`config.mk`:
```
export PLATFORM = sky130hd
export DESIGN_NAME = tmds_channel_decoder
export DESIGN_NICKNAME = d
export VERILOG_FILES = /design/src/rtl/tmds_channel_decoder.sv
export SDC_FILE = /design/constraint.sdc
export NUM_CORES = 1
export LEC_CHECK = 0
export ABC_CLOCK_PERIOD_IN_PS = 6450
export CORE_ASPECT_RATIO = 0.7
export CORE_UTILIZATION = 46
export DETAILED_ROUTE_END_ITERATION = 10
export HOLD_SLACK_MARGIN = 0.05
export PLACE_DENSITY = 0.68
export SYNTH_ARGS = -nofsm -noshare
export SYNTH_HDL_FRONTEND = slang
export SYNTH_SLANG_ARGS = --single-unit
```
`constraint.sdc`:
```
create_clock -name clk -period 6.45 [get_ports clk]
set_clock_uncertainty 0.1 [all_clocks]
set_input_delay 0.645 -clock clk [delete_from_list [all_inputs] [get_ports clk]]
set_output_delay 0.645 -clock clk [all_outputs]
set_load 0.01 [all_outputs]
```
`src/rtl/tmds_channel_decoder.sv`:
```
// tmds_channel_decoder
//   Receive side of one TMDS lane. It takes unaligned 10-bit words from a
//   1:10 deserializer and finds the symbol boundary by hunting for control
//   tokens at each of the ten bit offsets. Every symbol is then decoded into
//   either pixel data (de=1) or control bits (de=0).
//
// Ports
//   clk           pixel clock, all logic on the rising edge
//   rst           synchronous active-high reset
//   raw_word      unaligned deserialized bits, [0] is the earliest bit
//   aligned       1 while the lane is LOCKED
//   bit_offset    current alignment offset, 0..9
//   data          decoded pixel byte, valid when de=1
//   de            1 = data symbol, 0 = control symbol
//   c0, c1        control bits; they hold their value through data periods
//   realign_count LOCKED->SEARCH count, saturating at 255
//                 (present only when TMDS_LOCK_STATS_EN is defined)
//
// Latency: raw_word is sampled on edge N, sym is registered on edge N+1,
// and data/de/c0/c1 are registered on edge N+2.
module tmds_channel_decoder #(
  parameter int LOCK_TOKENS    = 16,
  parameter int SEARCH_TIMEOUT = 1024,
  parameter int LOSS_TIMEOUT   = 4096
) (
  input  logic       clk,
  input  logic       rst,
  input  logic [9:0] raw_word,
  output logic       aligned,
  output logic [3:0] bit_offset,
  output logic [7:0] data,
  output logic       de,
  output logic       c0,
  output logic       c1
`ifdef TMDS_LOCK_STATS_EN
  ,
  output logic [7:0] realign_count
`endif
);

  localparam int RW = $clog2(LOCK_TOKENS + 1);
  localparam int IW = $clog2(((LOSS_TIMEOUT > SEARCH_TIMEOUT) ? LOSS_TIMEOUT : SEARCH_TIMEOUT) + 1);

  typedef enum logic {SEARCH, LOCKED} state_t;

  state_t         state_q;
  logic [RW-1:0]  run_cnt_q;
  logic [IW-1:0]  idle_cnt_q;
  logic [3:0]     bit_offset_q;
  logic           aligned_q;

  logic [9:0]     prev_word_q;
  logic [9:0]     sym_q, sym_d;
  logic [7:0]     data_q, data_d;
  logic           de_q, de_d;
  logic           c0_q, c0_d, c1_q, c1_d;

  logic [19:0]    win;
  logic           tok_hit;
  logic [1:0]     tok_c;
  logic [7:0]     t, dec;
  logic [RW-1:0]  run_inc;
  logic [IW-1:0]  idle_inc;
  logic [3:0]     offset_nxt;

  // Window selection and decode
  always_comb begin
    win   = {raw_word, prev_word_q};
    sym_d = win[bit_offset_q +: 10];

    tok_hit = 1'b1;
    tok_c   = 2'b00;
    case (sym_q)
      10'b1101010100: tok_c = 2'b00;
      10'b0010101011: tok_c = 2'b01;
      10'b0101010100: tok_c = 2'b10;
      10'b1010101011: tok_c = 2'b11;
      default:        tok_hit = 1'b0;
    endcase

    // Undo the optional inversion, then the XOR/XNOR transition chain.
    t      = sym_q[9] ? ~sym_q[7:0] : sym_q[7:0];
    dec    = '0;
    dec[0] = t[0];
    for (int i = 1; i < 8; i++)
      dec[i] = sym_q[8] ? (t[i] ^ t[i-1]) : ~(t[i] ^ t[i-1]);

    if (tok_hit) begin
      de_d   = 1'b0;
      data_d = 8'h00;
      c1_d   = tok_c[1];
      c0_d   = tok_c[0];
    end else begin
      de_d   = 1'b1;
      data_d = dec;
      c1_d   = c1_q;
      c0_d   = c0_q;
    end

    // Counters saturate rather than wrap.
    run_inc    = (run_cnt_q == '1) ? run_cnt_q : run_cnt_q + 1'b1;
    idle_inc   = (idle_cnt_q == '1) ? idle_cnt_q : idle_cnt_q + 1'b1;
    offset_nxt = (bit_offset_q == 4'd9) ? 4'd0 : bit_offset_q + 4'd1;
  end

  // Datapath pipeline
  always_ff @(posedge clk) begin
    if (rst) begin
      prev_word_q <= '0;
      sym_q       <= '0;
      data_q      <= '0;
      de_q        <= 1'b0;
      c0_q        <= 1'b0;
      c1_q        <= 1'b0;
    end else begin
      prev_word_q <= raw_word;
      sym_q       <= sym_d;
      data_q      <= data_d;
      de_q        <= de_d;
      c0_q        <= c0_d;
      c1_q        <= c1_d;
    end
  end

  // Alignment FSM. The stale sym seen in the cycle right after an offset
  // change is counted like any other symbol.
  always_ff @(posedge clk) begin
    if (rst) begin
      state_q      <= SEARCH;
      run_cnt_q    <= '0;
      idle_cnt_q   <= '0;
      bit_offset_q <= '0;
      aligned_q    <= 1'b0;
    end else begin
      case (state_q)
        SEARCH: begin
          if (tok_hit) begin
            run_cnt_q  <= run_inc;
            idle_cnt_q <= '0;
            if (run_inc >= RW'(LOCK_TOKENS)) begin
              state_q   <= LOCKED;
              aligned_q <= 1'b1;
              run_cnt_q <= '0;
            end
          end else begin
            run_cnt_q  <= '0;
            idle_cnt_q <= idle_inc;
            if (idle_inc >= IW'(SEARCH_TIMEOUT - 1)) begin
              bit_offset_q <= offset_nxt;
              idle_cnt_q   <= '0;
            end
          end
        end
        LOCKED: begin
          if (tok_hit) begin
            idle_cnt_q <= '0;
          end else begin
            idle_cnt_q <= idle_inc;
            if (idle_inc >= IW'(LOSS_TIMEOUT - 1)) begin
              state_q      <= SEARCH;
              aligned_q    <= 1'b0;
              bit_offset_q <= offset_nxt;
              idle_cnt_q   <= '0;
              run_cnt_q    <= '0;
            end
          end
        end
        default: state_q <= SEARCH;
      endcase
    end
  end

`ifdef TMDS_LOCK_STATS_EN
  logic [7:0] realign_q, realign_d;
  logic       lock_lost;

  always_comb begin
    lock_lost = (state_q == LOCKED) && !tok_hit && (idle_inc >= IW'(LOSS_TIMEOUT - 1));
    realign_d = realign_q;
    if (lock_lost && realign_q != 8'hFF) realign_d = realign_q + 8'd1;
  end

  always_ff @(posedge clk) begin
    if (rst) realign_q <= '0;
    else     realign_q <= realign_d;
  end

  assign realign_count = realign_q;
`endif

  assign aligned    = aligned_q;
  assign bit_offset = bit_offset_q;
  assign data       = data_q;
  assign de         = de_q;
  assign c0         = c0_q;
  assign c1         = c1_q;

endmodule

```
# After elaboration in Yosys (flattened, before gate mapping)
# Cells that the tools add are included.
# word_totals
elab_cells,91
reg_bits,55
input_bits,12
# op_classes
n_addsub,3
bitwise_logic,16
n_reduce_logical,5
n_eq_ne,13
n_mux,39
n_lt_le_gt_ge,3
shifts,1
# ops
operator,count
13-bit 2-to-1 mux,5
13-bit one-hot mux with 2 select lines,1
5-bit 2-to-1 mux,5
10-bit equality test (second input constant),2
4-bit 2-to-1 mux,5
20-bit by 5-bit indexed part select with 10-bit output,1
1-bit 2-to-1 mux,17
13-bit by 1-bit adder with 13-bit output (second input constant),1
13-bit equality test (second input constant),1
13-bit by 10-bit greater-or-equal comparator with 1-bit output (second input constant),1
13-bit by 12-bit greater-or-equal comparator with 1-bit output (second input constant),1
10-bit by 8-bit equality test with 1-bit output (second input constant),1
10-bit by 9-bit equality test with 1-bit output (second input constant),1
2-bit inequality test (second input constant),5
5-bit one-hot mux with 2 select lines,1
8-bit 2-to-1 mux,1
1-bit NOT,8
8-bit NOT,1
4-bit one-hot mux with 2 select lines,1
4-bit AND reduction,2
1-bit bitwise XOR,7
2-bit one-hot mux with 3 select lines,1
5-bit by 1-bit adder with 5-bit output (second input constant),1
5-bit equality test (second input constant),1
other kinds (8),9

# Logic depth before layout (Yosys ltp)
# logic_depth
depth_word,6
mapped_depth,10
mapped_depth_nobuf,9

# Worst setup path before layout
# Ideal clock, no wire load.
# synth_path
path_type,register -> register
from,register idle_cnt_q[0]
to,"register bit_offset_q[2], in the netlist bit_offset[2]"
stages_incl_launch_ff,10
setup_ns,0.070
required_time_ns,6.280
n_path_buf,1
path_slack_ns,3.879
arrival_ns,2.401
path_cell_list,dfxtp_1 ha_1 buf_2 and2_1 a41oi_1 o2111ai_1 a211oi_4 o311ai_2 or4_1 a21oi_1
# synth_via
elab_chain_len,5
word_cells_on_any_way,8
cone_classes,add/sub (1); order compare (2); eq/ne (3); mux (1); reduce/logical (1)
# synth_rtl
element,line,text
start: declaration,48,logic [IW-1:0] idle_cnt_q;
start signal: assignment,147,idle_cnt_q <= idle_inc;
start signal: assignment,158,idle_cnt_q <= idle_inc;
13-bit by 1-bit adder with 13-bit output or 13-bit equality test (tied branches),102,idle_inc = (idle_cnt_q == '1) ? idle_cnt_q : idle_cnt_q + 1'b1;
13-bit 2-to-1 mux *,102,
13-bit by 10-bit greater-or-equal comparator with 1-bit output or 13-bit by 12-bit greater-or-equal comparator with 1-bit output (tied branches),"148, 159",
2-bit inequality test (no line) or 2-bit by 1-bit inequality test with 1-bit output (tied branches),n/a,
4-bit AND reduction (no line) *,n/a,
end signal: assignment,149,bit_offset_q <= offset_nxt;
end signal: assignment,162,bit_offset_q <= offset_nxt;
end: declaration,49,logic [3:0] bit_offset_q;
# Every way passes the cells marked *; elsewhere a longest branch is shown, timed or not.
# A chain may end at the register's enable or synchronous reset.

# Final worst setup path
# layout_path
from,register idle_cnt_q[0]
to,register idle_cnt_q[7]
# layout_via
elab_chain_len,6
word_cells_on_any_way,10
cone_classes,add/sub (1); order compare (2); eq/ne (1); mux (6)
# layout_rtl
element,line,text
13-bit by 1-bit adder with 13-bit output or 13-bit equality test (tied branches),102,
13-bit 2-to-1 mux *,102,
13-bit by 12-bit greater-or-equal comparator with 1-bit output or 13-bit by 10-bit greater-or-equal comparator with 1-bit output (tied branches),"159, 148",
"13-bit 2-to-1 mux, on equally long branches","159, 148",
"13-bit 2-to-1 mux, on equally long branches","155, 137",
13-bit one-hot mux with 2 select lines *,135,case (state_q)
# Marks and branches as above.

==> out/results.tsv <==
stage	metric	value	unit
synthesis	mean area per synthesized cell	8.66	sq um
timing	Fmax achieved	0.303	GHz
placement	pre-CTS WS	3.28	ns
clocking	CTS resizes	0	
global_routing	GR Layer Usage met3	3.95	%
pwr	Pleak	1.23	nW
global_routing	initial antenna violation count	0	
clocking	CTS Hold Bufs	0	
layout	share of cells above drive strength 1	10.0	%
drt	DR WL/cell	13.8	um
critical_path	Worst EP required	6.51	ns
timing	Final Hold Fails	0	
pwr	Final Power	0.729	mW
clocking	H-tree depth	2	
timing	fin. max-slew vios	0	
critical_path	Max FO, Critical Path	11	
clocking	cts bufs inserted	5	
die	Initial Utilization	48.9	%
drt	vias per std cell	5.67	
synthesis	number of synthesized register bits	55	
worst_hold_path	Hold Path Class	flip-flop to flip-flop	
drt	Pre-antenna DRT Iters	5	
timing	count of final setup violators	0	
global_routing	vias in the first global route	2267	
synthesis	register area share after synthesis	35.2	%
synthesis	top_reg_cell synth	dfxtp_1	
timing	slew margin rel.	36.5	%
synthesis	EDFF count, synth	0	
timing	hold_ws	0.371	ns
global_routing	GR Layer Usage met2	25.7	%
global_routing	M1 GR Usage	29.4	%
worst_hold_path	hold depth	2	
synthesis	synth unique cells	59	
die	area of the die	7130	sq um
die	I/O pin count	28	
run_status	outcome	completed	
synthesis	Post-Syn Area	3130	sq um
critical_path	critical path arrival	3.36	ns
critical_path	Worst setup EP type	flip-flop	
timing	total negative slack	0	ns
timing	Worst Slack Setup Final	3.15	ns
timing	Final Cycle Share	51.2	%
synthesis	Synth async-reset ratio	0	%
die	Die X	101	um
clocking	Root Buffer	clkbuf_8	
placement	Placer Congestion	0.917	
global_routing	largest net degree at the start of global routing	34	
die	core region area	6400	sq um
clocking	Worst-Skew Late Latency	0.30	ns
layout	Final nets	401	
clocking	CTS clk-pin slew, worst paths	0.10	ns
timing	minimum clock period	3.30	ns
global_routing	gr usage total	18.6	%
clocking	CTS tree	yes	
drt	Final ANT Viol Nets	0	
job	MaxCap Viol Count	0	
pwr	Pwr per Cell Area	207	nW/um^2
layout	area growth from synthesis to layout	12.7	%
global_routing	first-pass GRT wire length	10700	um
drt	initial DRC count	240	
drt	Total Wirelength	6510	um
critical_path	R2R depth	8	
layout	# diodes	0	
critical_path	critical path class	flip-flop to flip-flop	
clocking	clock buffer depth	2	
clocking	Post-CTS Setup Inserts	0	
timing	RSZ-0062 raised after global routing	false	
drt	Vias	2669	
placement	hpwl dp	4920	um
drt	DRC Markers	0	
placement	Port Buffers	27	
placement	Cells after DPL	463	
synthesis	Syn Inst Count	361	
synthesis	Synthesis Warnings	0	
synthesis	synthesized net count	383	
timing	worst-margin pin slew	0.949	ns
clocking	Clock Sinks	55	
die	Die Y-Extent	71.0	um
pwr	Peak supply drop	0.113	mV
global_routing	GRT Max-Usage Layer	met1	
critical_path	crit path launch type	flip-flop	
layout	post-route insts no fill	471	
global_routing	total grt overflow	0	
die	# rows	24	
## cells by family after synthesis
family,after synthesis,share of synthesized area [%]
mux,28,10.8
other cells,1,0.120
simple gates,134,22.0
buf+inv,35,5.96
fa+ha+maj,10,4.00
xor+xnor,14,3.92
flops,55,35.2
compound gates,84,17.9
## power by group
group | total, mW | internal [mW] | switching (mW)
Clock | 0.233 | 0.126 | 0.107
Combinational | 0.125 | 0.0637 | 0.0613
Sequential | 0.371 | 0.358 | 0.0129
## flip-flops by register name, indices dropped and copies added (netlist names)
name         count
idle_cnt_q      13
prev_word_q     10
sym_q           10
data             8
run_cnt_q        5
bit_offset       4
aligned          1
c0               1
c1               1
de               1
state_q          1
## cell usage after synthesis (5+ instances only)
| library cell | number | share of area, % |
|---|---|---|
| a211oi_1 | 11 | 2.6 |
| a21oi_1 | 31 | 5.0 |
| and2_1 | 5 | 1.0 |
| clkbuf_1 | 9 | 1.1 |
| dfxtp_1 | 55 | 35 |
| ha_1 | 10 | 4.0 |
| inv_1 | 15 | 1.8 |
| mux2_2 | 6 | 2.2 |
| mux2i_1 | 17 | 5.4 |
| nand2_1 | 29 | 3.5 |
| nand3_1 | 9 | 1.4 |
| nor2_1 | 39 | 4.7 |
| nor2b_1 | 16 | 3.2 |
| nor3_1 | 6 | 0.96 |
| o211ai_1 | 6 | 1.4 |
| o21ai_0 | 11 | 1.8 |
| xnor2_1 | 12 | 3.4 |
## layout make-up
cell class / count / area, sq um
tap: 91 / 114
timing repair buffer: 30 / 293
clock buffer: 6 / 82.6
clock inverter: 2 / 35.0
inverter: 16 / 60.1
sequential: 55 / 1100
multi-input combinational: 271 / 1840
fill: 562 / 2870
## per-stage QoR
step	util, %	cell area, sq um
3_5_place_dp	53.2	3410
6_report	55.1	3520
5_1_grt	55.1	3520
3_3_place_gp	53.2	3410
2_1_floorplan	-	3130
4_1_cts	55.1	3520
## layer usage
layer / wire, um / share of wire [%]
met5: 0 / 0
met4: 25 / 0.38
met3: 470 / 7.2
met2: 2600 / 40
met1: 3420 / 52
## worst paths after layout
check	to	slack (ns)	from
setup / recovery	idle_cnt_q[7]	3.15	idle_cnt_q[0]
hold reg to reg	c0	0.37	c0
setup reg to reg	idle_cnt_q[7]	3.15	idle_cnt_q[0]
hold / removal	c0	0.37	c0
## worst max-delay path, cell delays in order (launching register included)
cell and delay, ns:
dfxtp_1 0.36, ha_1 0.31, and2_1 0.20, a41oi_1 0.43
o2111ai_1 0.27, a211oi_4 0.37, and2b_2 0.26, o211ai_1 0.76
nor2_1 0.11
## placed cells by master (no fill, tap or decap), types with 4 or more instances in the layout
cell type and count:
dfxtp_1 55, nor2_1 39, a21oi_1 31, nand2_1 29, clkdlybuf4s50_1 27, mux2i_1 17, nor2b_1 16, inv_1 15
xnor2_1 12, o21ai_0 11, a211oi_1 11, ha_1 10, nand3_1 9, nor3_1 6, mux2_2 6, o211ai_1 6
clkbuf_8 6, and2_1 5, mux4_2 4, nand4_1 4, nor4_1 4, o31ai_1 4, a311oi_1 4
(Power assumes the default switching activity.)
